**src/rtl/mac_pipe_pkg.sv**
```systemverilog
// mac_pipe_pkg: shared types and default widths for the multiply-add /
// multiply-accumulate pipeline.
//   mac_mode_t            - MAC_ADD (A*B+C) or MAC_ACC (running sum of A*B)
//   MAC_WIDTH             - default operand width
//   MAC_ACC_WIDTH         - default result/accumulator width
//   MAC_CNT_WIDTH         - default term-counter width
//   macWidthsLegal()      - true when an accumulator can hold any A*B+C
//   MAC_DEFAULT_WIDTHS_OK - legality of the default widths
package mac_pipe_pkg;

    typedef enum logic {
        MAC_ADD = 1'b0,
        MAC_ACC = 1'b1
    } mac_mode_t;

    localparam int unsigned MAC_WIDTH     = 8;
    localparam int unsigned MAC_ACC_WIDTH = 2 * MAC_WIDTH + 4;
    localparam int unsigned MAC_CNT_WIDTH = 8;

    // One extra bit over the full product is what keeps A*B+C overflow-free.
    function automatic bit macWidthsLegal(input int unsigned width, input int unsigned accWidth);
        return (width > 0) && (accWidth >= 2 * width + 1);
    endfunction

    localparam bit MAC_DEFAULT_WIDTHS_OK = macWidthsLegal(MAC_WIDTH, MAC_ACC_WIDTH);

endpackage

```
**src/rtl/mac_sat_add.sv**
```systemverilog
// mac_sat_add: combinational extend-add-clamp used by the final pipeline stage.
// Both operands are already ACC_WIDTH wide; the sum is formed one bit wider
// and clamped back into the signed or unsigned ACC_WIDTH range.
//   SIGNED    - 0: unsigned operands/range, 1: two's-complement
//   ACC_WIDTH - operand and result width
//   addend    in  ACC_WIDTH  running sum or extended C
//   product   in  ACC_WIDTH  extended A*B product
//   sum       out ACC_WIDTH  clamped sum
//   ovf       out 1          clamping took place
module mac_sat_add #(
    parameter int unsigned SIGNED    = 0,
    parameter int unsigned ACC_WIDTH = 20
) (
    input  logic [ACC_WIDTH-1:0] addend,
    input  logic [ACC_WIDTH-1:0] product,
    output logic [ACC_WIDTH-1:0] sum,
    output logic                 ovf
);

    localparam bit IS_SIGNED = (SIGNED != 0);

    localparam logic [ACC_WIDTH-1:0] SIGNED_MAX   = {1'b0, {(ACC_WIDTH - 1){1'b1}}};
    localparam logic [ACC_WIDTH-1:0] SIGNED_MIN   = {1'b1, {(ACC_WIDTH - 1){1'b0}}};
    localparam logic [ACC_WIDTH-1:0] UNSIGNED_MAX = '1;

    logic [ACC_WIDTH:0] wide;

    always_comb begin
        wide = {IS_SIGNED & addend[ACC_WIDTH-1], addend}
             + {IS_SIGNED & product[ACC_WIDTH-1], product};
        sum  = wide[ACC_WIDTH-1:0];
        ovf  = 1'b0;
        if (IS_SIGNED) begin
            // Top two bits disagree: result left the signed range; the top
            // bit carries the true sign and picks the rail.
            if (wide[ACC_WIDTH] != wide[ACC_WIDTH-1]) begin
                ovf = 1'b1;
                sum = wide[ACC_WIDTH] ? SIGNED_MIN : SIGNED_MAX;
            end
        end else if (wide[ACC_WIDTH]) begin
            // Unsigned operands never go below zero, only the top rail exists.
            ovf = 1'b1;
            sum = UNSIGNED_MAX;
        end
    end

endmodule

```
**src/rtl/mac_pipe.sv**
```systemverilog
// mac_pipe: three-stage pipelined multiply-add / multiply-accumulate unit.
// One operand triple per clock, result exactly three clocks later.
//   clock     in  1          rising-edge clock
//   reset_n   in  1          asynchronous active-low reset
//   in_valid  in  1          operand triple valid
//   A, B, C   in  WIDTH      operands
//   mode      in  1          0: A*B+C, 1: accumulate A*B
//   clear     in  1          mode 1: start a new sum seeded with C
//   out_valid out 1          one-cycle pulse per accepted input
//   DATA_OUT  out ACC_WIDTH  result / accumulator
//   ovf       out 1          saturation on this result (qualified by out_valid)
//   terms     out CNT_WIDTH  products in the current sum
//   check1    out ACC_WIDTH  stage-2 product, extended (debug)
module mac_pipe
    import mac_pipe_pkg::*;
#(
    parameter int unsigned WIDTH     = MAC_WIDTH,
    parameter int unsigned ACC_WIDTH = 2 * WIDTH + 4,
    parameter int unsigned CNT_WIDTH = MAC_CNT_WIDTH,
    parameter int unsigned SIGNED    = 0
) (
    input  logic                 clock,
    input  logic                 reset_n,
    input  logic                 in_valid,
    input  logic [WIDTH-1:0]     A,
    input  logic [WIDTH-1:0]     B,
    input  logic [WIDTH-1:0]     C,
    input  logic                 mode,
    input  logic                 clear,
    output logic                 out_valid,
    output logic [ACC_WIDTH-1:0] DATA_OUT,
    output logic                 ovf,
    output logic [CNT_WIDTH-1:0] terms,
    output logic [ACC_WIDTH-1:0] check1
);

    localparam bit IS_SIGNED = (SIGNED != 0);
    localparam int unsigned PROD_WIDTH = 2 * WIDTH;
    localparam logic [CNT_WIDTH-1:0] CNT_ONE = CNT_WIDTH'(1);

    if (!MAC_DEFAULT_WIDTHS_OK || !macWidthsLegal(WIDTH, ACC_WIDTH)) begin : gWidthCheck
        $error("mac_pipe: ACC_WIDTH must be at least 2*WIDTH+1");
    end

    // ---------------- Stage 1: operand capture ----------------
    logic [WIDTH-1:0] a1, b1, c1;
    mac_mode_t        mode1;
    logic             clear1;
    logic             valid1;

    always_ff @(posedge clock or negedge reset_n) begin
        if (!reset_n) begin
            a1     <= '0;
            b1     <= '0;
            c1     <= '0;
            mode1  <= MAC_ADD;
            clear1 <= 1'b0;
            valid1 <= 1'b0;
        end else begin
            valid1 <= in_valid;
            if (in_valid) begin
                a1     <= A;
                b1     <= B;
                c1     <= C;
                mode1  <= mac_mode_t'(mode);
                clear1 <= clear;
            end
        end
    end

    // ---------------- Stage 2: multiply ----------------
    // Extending both operands to the full product width first makes one
    // unsigned multiplier give the right low 2*WIDTH bits in either mode.
    logic [PROD_WIDTH-1:0] a1Ext, b1Ext, product;

    assign a1Ext   = {{WIDTH{IS_SIGNED & a1[WIDTH-1]}}, a1};
    assign b1Ext   = {{WIDTH{IS_SIGNED & b1[WIDTH-1]}}, b1};
    assign product = a1Ext * b1Ext;

    logic [PROD_WIDTH-1:0] prod2;
    logic [WIDTH-1:0]      c2;
    mac_mode_t             mode2;
    logic                  clear2;
    logic                  valid2;

    always_ff @(posedge clock or negedge reset_n) begin
        if (!reset_n) begin
            prod2  <= '0;
            c2     <= '0;
            mode2  <= MAC_ADD;
            clear2 <= 1'b0;
            valid2 <= 1'b0;
        end else begin
            prod2  <= product;
            c2     <= c1;
            mode2  <= mode1;
            clear2 <= clear1;
            valid2 <= valid1;
        end
    end

    // ---------------- Stage 3: add / accumulate ----------------
    logic [ACC_WIDTH-1:0] prodExt, cExt, addend, satSum;
    logic                 satOvf;

    logic [ACC_WIDTH-1:0] accQ, accD;
    logic                 ovfQ, ovfD;
    logic [CNT_WIDTH-1:0] termsQ, termsD;
    logic                 valid3;

    assign prodExt = {{(ACC_WIDTH - PROD_WIDTH){IS_SIGNED & prod2[PROD_WIDTH-1]}}, prod2};
    assign cExt    = {{(ACC_WIDTH - WIDTH){IS_SIGNED & c2[WIDTH-1]}}, c2};

    // The stage-3 register is the feedback path, so back-to-back
    // accumulation needs no forwarding.
    assign addend = ((mode2 == MAC_ADD) || clear2) ? cExt : accQ;

    mac_sat_add #(
        .SIGNED    (SIGNED),
        .ACC_WIDTH (ACC_WIDTH)
    ) u_sat_add (
        .addend  (addend),
        .product (prodExt),
        .sum     (satSum),
        .ovf     (satOvf)
    );

    always_comb begin
        accD   = accQ;
        ovfD   = ovfQ;
        termsD = termsQ;
        if (valid2) begin
            accD = satSum;
            if (mode2 == MAC_ADD) begin
                ovfD   = 1'b0;
                termsD = CNT_ONE;
            end else begin
                ovfD = satOvf;
                if (clear2) begin
                    termsD = CNT_ONE;
                end else if (!(&termsQ)) begin
                    termsD = termsQ + CNT_ONE;
                end
            end
        end
    end

    always_ff @(posedge clock or negedge reset_n) begin
        if (!reset_n) begin
            accQ   <= '0;
            ovfQ   <= 1'b0;
            termsQ <= '0;
            valid3 <= 1'b0;
        end else begin
            accQ   <= accD;
            ovfQ   <= ovfD;
            termsQ <= termsD;
            valid3 <= valid2;
        end
    end

    assign out_valid = valid3;
    assign DATA_OUT  = accQ;
    assign ovf       = ovfQ;
    assign terms     = termsQ;
    assign check1    = prodExt;

endmodule
```
**config.mk**
```make
export PLATFORM = sky130hd
export DESIGN_NAME = mac_pipe
export DESIGN_NICKNAME = d
export VERILOG_FILES = /design/src/rtl/mac_pipe_pkg.sv /design/src/rtl/mac_sat_add.sv /design/src/rtl/mac_pipe.sv
export SDC_FILE = /design/constraint.sdc
export NUM_CORES = 1
export LEC_CHECK = 0
export CORE_MARGIN = 4
export CORE_UTILIZATION = 42
export CTS_CLUSTER_SIZE = 14
export DETAILED_ROUTE_END_ITERATION = 10
export GPL_ROUTABILITY_DRIVEN = 0
export GPL_TIMING_DRIVEN = 0
export PLACE_DENSITY = 0.68
export REMOVE_ABC_BUFFERS = 1
export SYNTH_ARGS = -nofsm -noshare
export SYNTH_HDL_FRONTEND = slang
export SYNTH_HIERARCHICAL = 1
export SYNTH_SLANG_ARGS = --single-unit
```
**constraint.sdc**
```tcl
create_clock -name clock -period 6.84 [get_ports clock]
set_input_delay 1.368 -clock clock [delete_from_list [all_inputs] [get_ports clock]]
set_output_delay 1.368 -clock clock [all_outputs]
set_load 0.03 [all_outputs]
```
Word-level counts from Yosys, hierarchy flattened
Cells that the tools add are included.

Register bits after elaboration: 84. Input port bits: 29. Output and inout bits: 50. Logic and storage cells: 30.

Add/sub/neg operators: 2. Multiply operators: 1. Equality and inequality tests: 1. Multiplexer cells: 7. Bitwise logic cells: 1. Reductions and logical operators: 3.

Operators with widths (number): two-way mux 20 bit (2); two-way mux 8 bit (3); adder 20 x 16 -> 21 bit (1); multiplier 8 x 8 -> 16 bit (1); adder 8 x 1 -> 8 bit (second input constant) (1); AND reduction 8 bit (1); != test 3 bit (second input constant) (1); two-way mux 1 bit (2); AND reduction 2 bit (1); logical OR 1 bit (1); NOT 1 bit (1).

Depth between registers and ports, before layout
Depth in word-level cells: 6. Depth in mapped cells: 15. Mapped depth without buffers: 15.

Modules after synthesis
Netlist, hierarchy kept.

By module, submodules not included: mac_pipe (times used 1, cells an instance 487, area each 5306.3 um^2); mac_sat_add (times used 1, cells an instance 178, area each 1198.6 um^2).

Least setup slack after synthesis
No wires, ideal clock.

Path kind: reg-to-reg. From: register b1[4]. To: register prod2[13]. Library setup time: 116 ps. Arrival: 3852 ps. Slack: 2873 ps. Stages on the path, launching flop included: 14. Path buffers: 0. Period minus slack after synthesis: 3967 ps. Cell sequence: dfrtp_1 > and2_1 > fa_1 > fa_1 > inv_1 > fa_1 > fa_1 > inv_1 > ha_1 > o21a_1 > o31a_1 > o311ai_0 > nand4b_1 > o311ai_0.

Cells in the longest elaborated chain, start to end: 1.

RTL lines: start, declared (line mac_pipe.sv:46) `logic [WIDTH-1:0] a1, b1, c1;`; start signal, assigned (line mac_pipe.sv:54) `b1 <= '0;`; start signal, assigned (line mac_pipe.sv:63) `b1 <= B;`; multiplier 8 x 8 -> 16 bit (line mac_pipe.sv:78) `assign product = a1Ext * b1Ext;`; via product[13] (line mac_pipe.sv:74) `logic [PROD_WIDTH-1:0] a1Ext, b1Ext, product;`; end signal, assigned (line mac_pipe.sv:94) `prod2 <= product;`; end, declared (line mac_pipe.sv:80) `logic [PROD_WIDTH-1:0] prod2;`.

The timed path passes the listed nets, and every way through them passes these cells. A chain may end at the register's enable or synchronous reset.

Worst setup path in the final report
From: register b1[7]. To: register prod2[13].

The elaborated chain is that of the path after synthesis.

==> summary.txt <==
Status = finished, final reports clean
Die area = 17500 um^2
Rows = 45
Pwr dens = 423 nW/um^2
Setup crit end kind = flop
I/O Buffers = 74
Crit path max fanout = 9
Leakage = 3.53 nW
Cts hold-fix bufs = 0
Post-CTS setup buffer count = 0
Mux cell area share after synthesis = 8.12%
CTS clk-pin slew, worst paths = 60 ps
Dpl hpwl = 10.9 mm
Final setup fails = 0
Power, Total = 3.27 mW
Clk sinks = 84
Avg WL per Cell = 15.0 um
Core area = 15200 um^2
Grt peak-use layer = met2
Layout cell share with drive strength beyond 1 = 10.5%
Max Cap Viol = 0
Crit start category = flop
Die Wd = 132 um
Flops & latches, synth = 84
Unique cell type count in the Yosys netlist = 61
Multi-input gate area = 4120 um^2
Pre-antenna DRT Iters = 4
Main area contributors after synthesis = dfrtp_1, fa_1, ha_1, mux2_2, and2_1
M2 GR Usage = 30.0%
Worst path required time = 7060 ps
Post-synth top area share = 32.3%
Hold crit path type = reg2reg
Routed WL = 14.0 mm
Hold EP = valid2
Die Height = 132 um
Sequential-to-total area share from yosys stat = 32.3%
Max Clk Rate = 223 MHz
Predominant post-synthesis flop cell = dfrtp_1
Initial antenna violation count = 0
Setup CP Type = reg2reg
Worst VDD drop = 199 uV
Antenna Violating Nets Remaining = 0
Largest net degree at the start of global routing = 49
Async SR Flop Fraction = 100%
Xor/xnor share of the synthesized area = 2.42%
Yosys warns = 6
Num ports = 79
Post-synthesis adder-cell area fraction = 22.4%
Fin. Hold Viols = 0
Complex-gate fraction of the synthesized area = 11.9%
Final Cell Area = 7730 um^2
GR Overflow Total = 0
TNS Setup = 0 ps
Max-slew violations = 0
Initial Utilization = 42.8%
TritonCTS clock tree = yes
Setup slack, reg-to-reg = 2350 ps
Final period util = 65.7%
RSZ-0062 raised after global routing = false
Clock skew = 11.0 ps
R2R Path End = prod2[13]
Global-route wire length before repair = 24.2 mm
Root buffer cell = clkbuf_16
Vias in the first global route = 5053
Fill cells = 1377
RR Startpoint = b1[7]
Post-synth EDFFs = 0
DP Area = 7460 um^2
R2R depth = 14
TritonCTS Buffers = 9
Vias after detailed routing = 4902
Max clock buf depth = 2
Main combinational cell family by area after synthesis = adder cells
Slew margin rel. = 16.0%
Sequential cell area = 2100 um^2
Worst Tran Pin Value = 1260 ps
Tot GR Track Use = 16.7%
Final Critical Period = 4490 ps
Met1 track demand over resource = 20.1%
1st-iter DRT viols = 213
Fin nets = 865
Synth Instances = 665
Ant. Diodes = 0
Skew-Pair Late Insertion Delay = 350 ps
Mapped Area = 6500 um^2
Yosys top cell by area = dfrtp_1
Routed vias/inst = 5.25
CP arrival = 4710 ps
Met3 usage = 3.73%
Avg Inst Size Synth = 9.78 um^2
# DRC = 0
Area growth syn-to-layout = 18.8%
H-tree Lvls = 3
Worst Hold Depth = 0
Post-cts sizing count = 0
Fraction of the mapped netlist area in simple logic gates = 18.1%
Worst Hold Launch = valid1
==> cell usage in the layout (no fill, tap or decap), types with 13 or more instances in the layout <==
cell / Yosys / final
dfrtp_1: 84 / 84
xnor2_1: 13 / 13
nor2_1: 32 / 32
ha_1: 57 / 57
and2_1: 72 / 72
mux2_2: 46 / 46
a21oi_1: 31 / 31
inv_1: 57 / 57
fa_1: 37 / 37
nand2_1: 70 / 70
nand3_1: 13 / 13
clkdlybuf4s50_1: 0 / 73
o21ai_0: 27 / 27
==> worst max path at each step <==
stage,startpoint,endpoint,slack (ps)
4_1_cts,b1[7],prod2[13],2340
3_3_place_gp,reset_n,a1[4],1420
3_5_place_dp,b1[7],prod2[13],2350
5_1_grt,b1[7],prod2[13],2080
6_report,b1[7],prod2[13],2350
2_1_floorplan,b1[4],prod2[13],2870
==> flip-flops by register name, summed over array words and instances (netlist names) <==
register	count
c2	8
prod2	16
valid2	1
terms	8
c1	8
valid1	1
ovf	1
clear1	1
a1	8
mode2	1
b1	8
mode1	1
DATA_OUT	20
clear2	1
out_valid	1
==> power by group <==
| group | internal (mW) | switching, mW | total [mW] |
|---|---|---|---|
| combinational | 0.907 | 1.17 | 2.07 |
| clock | 0.242 | 0.196 | 0.438 |
| sequential | 0.638 | 0.122 | 0.759 |
==> critical path, stage by stage, from the launching register on <==
cell	delay [ps]
dfrtp_1	490
nand2_1	130
fa_1	520
fa_1	540
inv_1	50
fa_1	520
inv_1	50
fa_1	520
inv_1	40
ha_1	340
o21a_1	140
o31a_1	160
o311ai_0	550
nand4b_1	160
o311ai_0	140
==> per-stage QoR <==
| step | setup slack, ps | utilization [%] | cells | hold WS [ps] |
|---|---|---|---|---|
| final | 2350 | 50.8 | 934 | 353 |
| after global routing | 2080 | 50.8 | 934 | 382 |
| after CTS | 2340 | 50.7 | 933 | 354 |
| after detailed placement | 2350 | 49.0 | 918 | 338 |
| after global placement | 1420 | 48.8 | 916 | 333 |
| after floorplan | 2870 | - | 654 | 331 |
==> cell type report <==
| cell class | instances | share of cell area, % |
|---|---|---|
| Inverter | 58 | 2.82 |
| Sequential cell | 84 | 27.2 |
| Tap cell | 188 | 3.04 |
| Clock inverter | 5 | 0.389 |
| Clock buffer | 10 | 2.96 |
| Timing Repair Buffer | 77 | 10.3 |
| Multi-Input combinational cell | 512 | 53.3 |
==> cells in the mapped netlist, types with 2 or more instances <==
library cell and number:
nand3_1 13, buf_2 3, nand2b_1 7, a21oi_1 31
or2_2 2, buf_4 6, dfrtp_1 84, xor2_1 5
a211oi_1 3, o311ai_0 2, mux2_2 46, fa_1 37
clkbuf_1 6, o31ai_1 4, nand4_1 3, o31a_1 2
and2_1 72, a2111o_1 2, inv_1 57, a21o_1 6
o211ai_1 6, and3_1 4, nor3_1 11, buf_1 3
a21oi_2 2, o21a_1 8, nand4b_1 3, nand2_1 70
nor3b_1 2, nor2_1 32, o21ai_0 27, a31oi_1 3
xnor2_1 13, nor2b_1 3, o21ai_1 2, ha_1 57
o2111ai_1 3, or3_1 2
==> cells by family (layout without fill, tap and decap cells) <==
logic type / Yosys count / count (layout)
AOI/OAI and AO/OA: 115 / 115
xor gates and xnor gates: 18 / 18
adders and majority gates: 94 / 94
buffers and inverters: 76 / 150
DFF: 84 / 84
muxes: 47 / 47
other: 1 / 8
and+or+nand+nor: 230 / 230
==> routing by layer <==
metal | vias to the layer above | part of all wire (%)
met3 | 20 | 3.8
met2 | 104 | 52
li1 | 2418 | -
met5 | - | 0
met4 | 0 | 1.5
met1 | 2360 | 43
(Power assumes the default switching activity.)
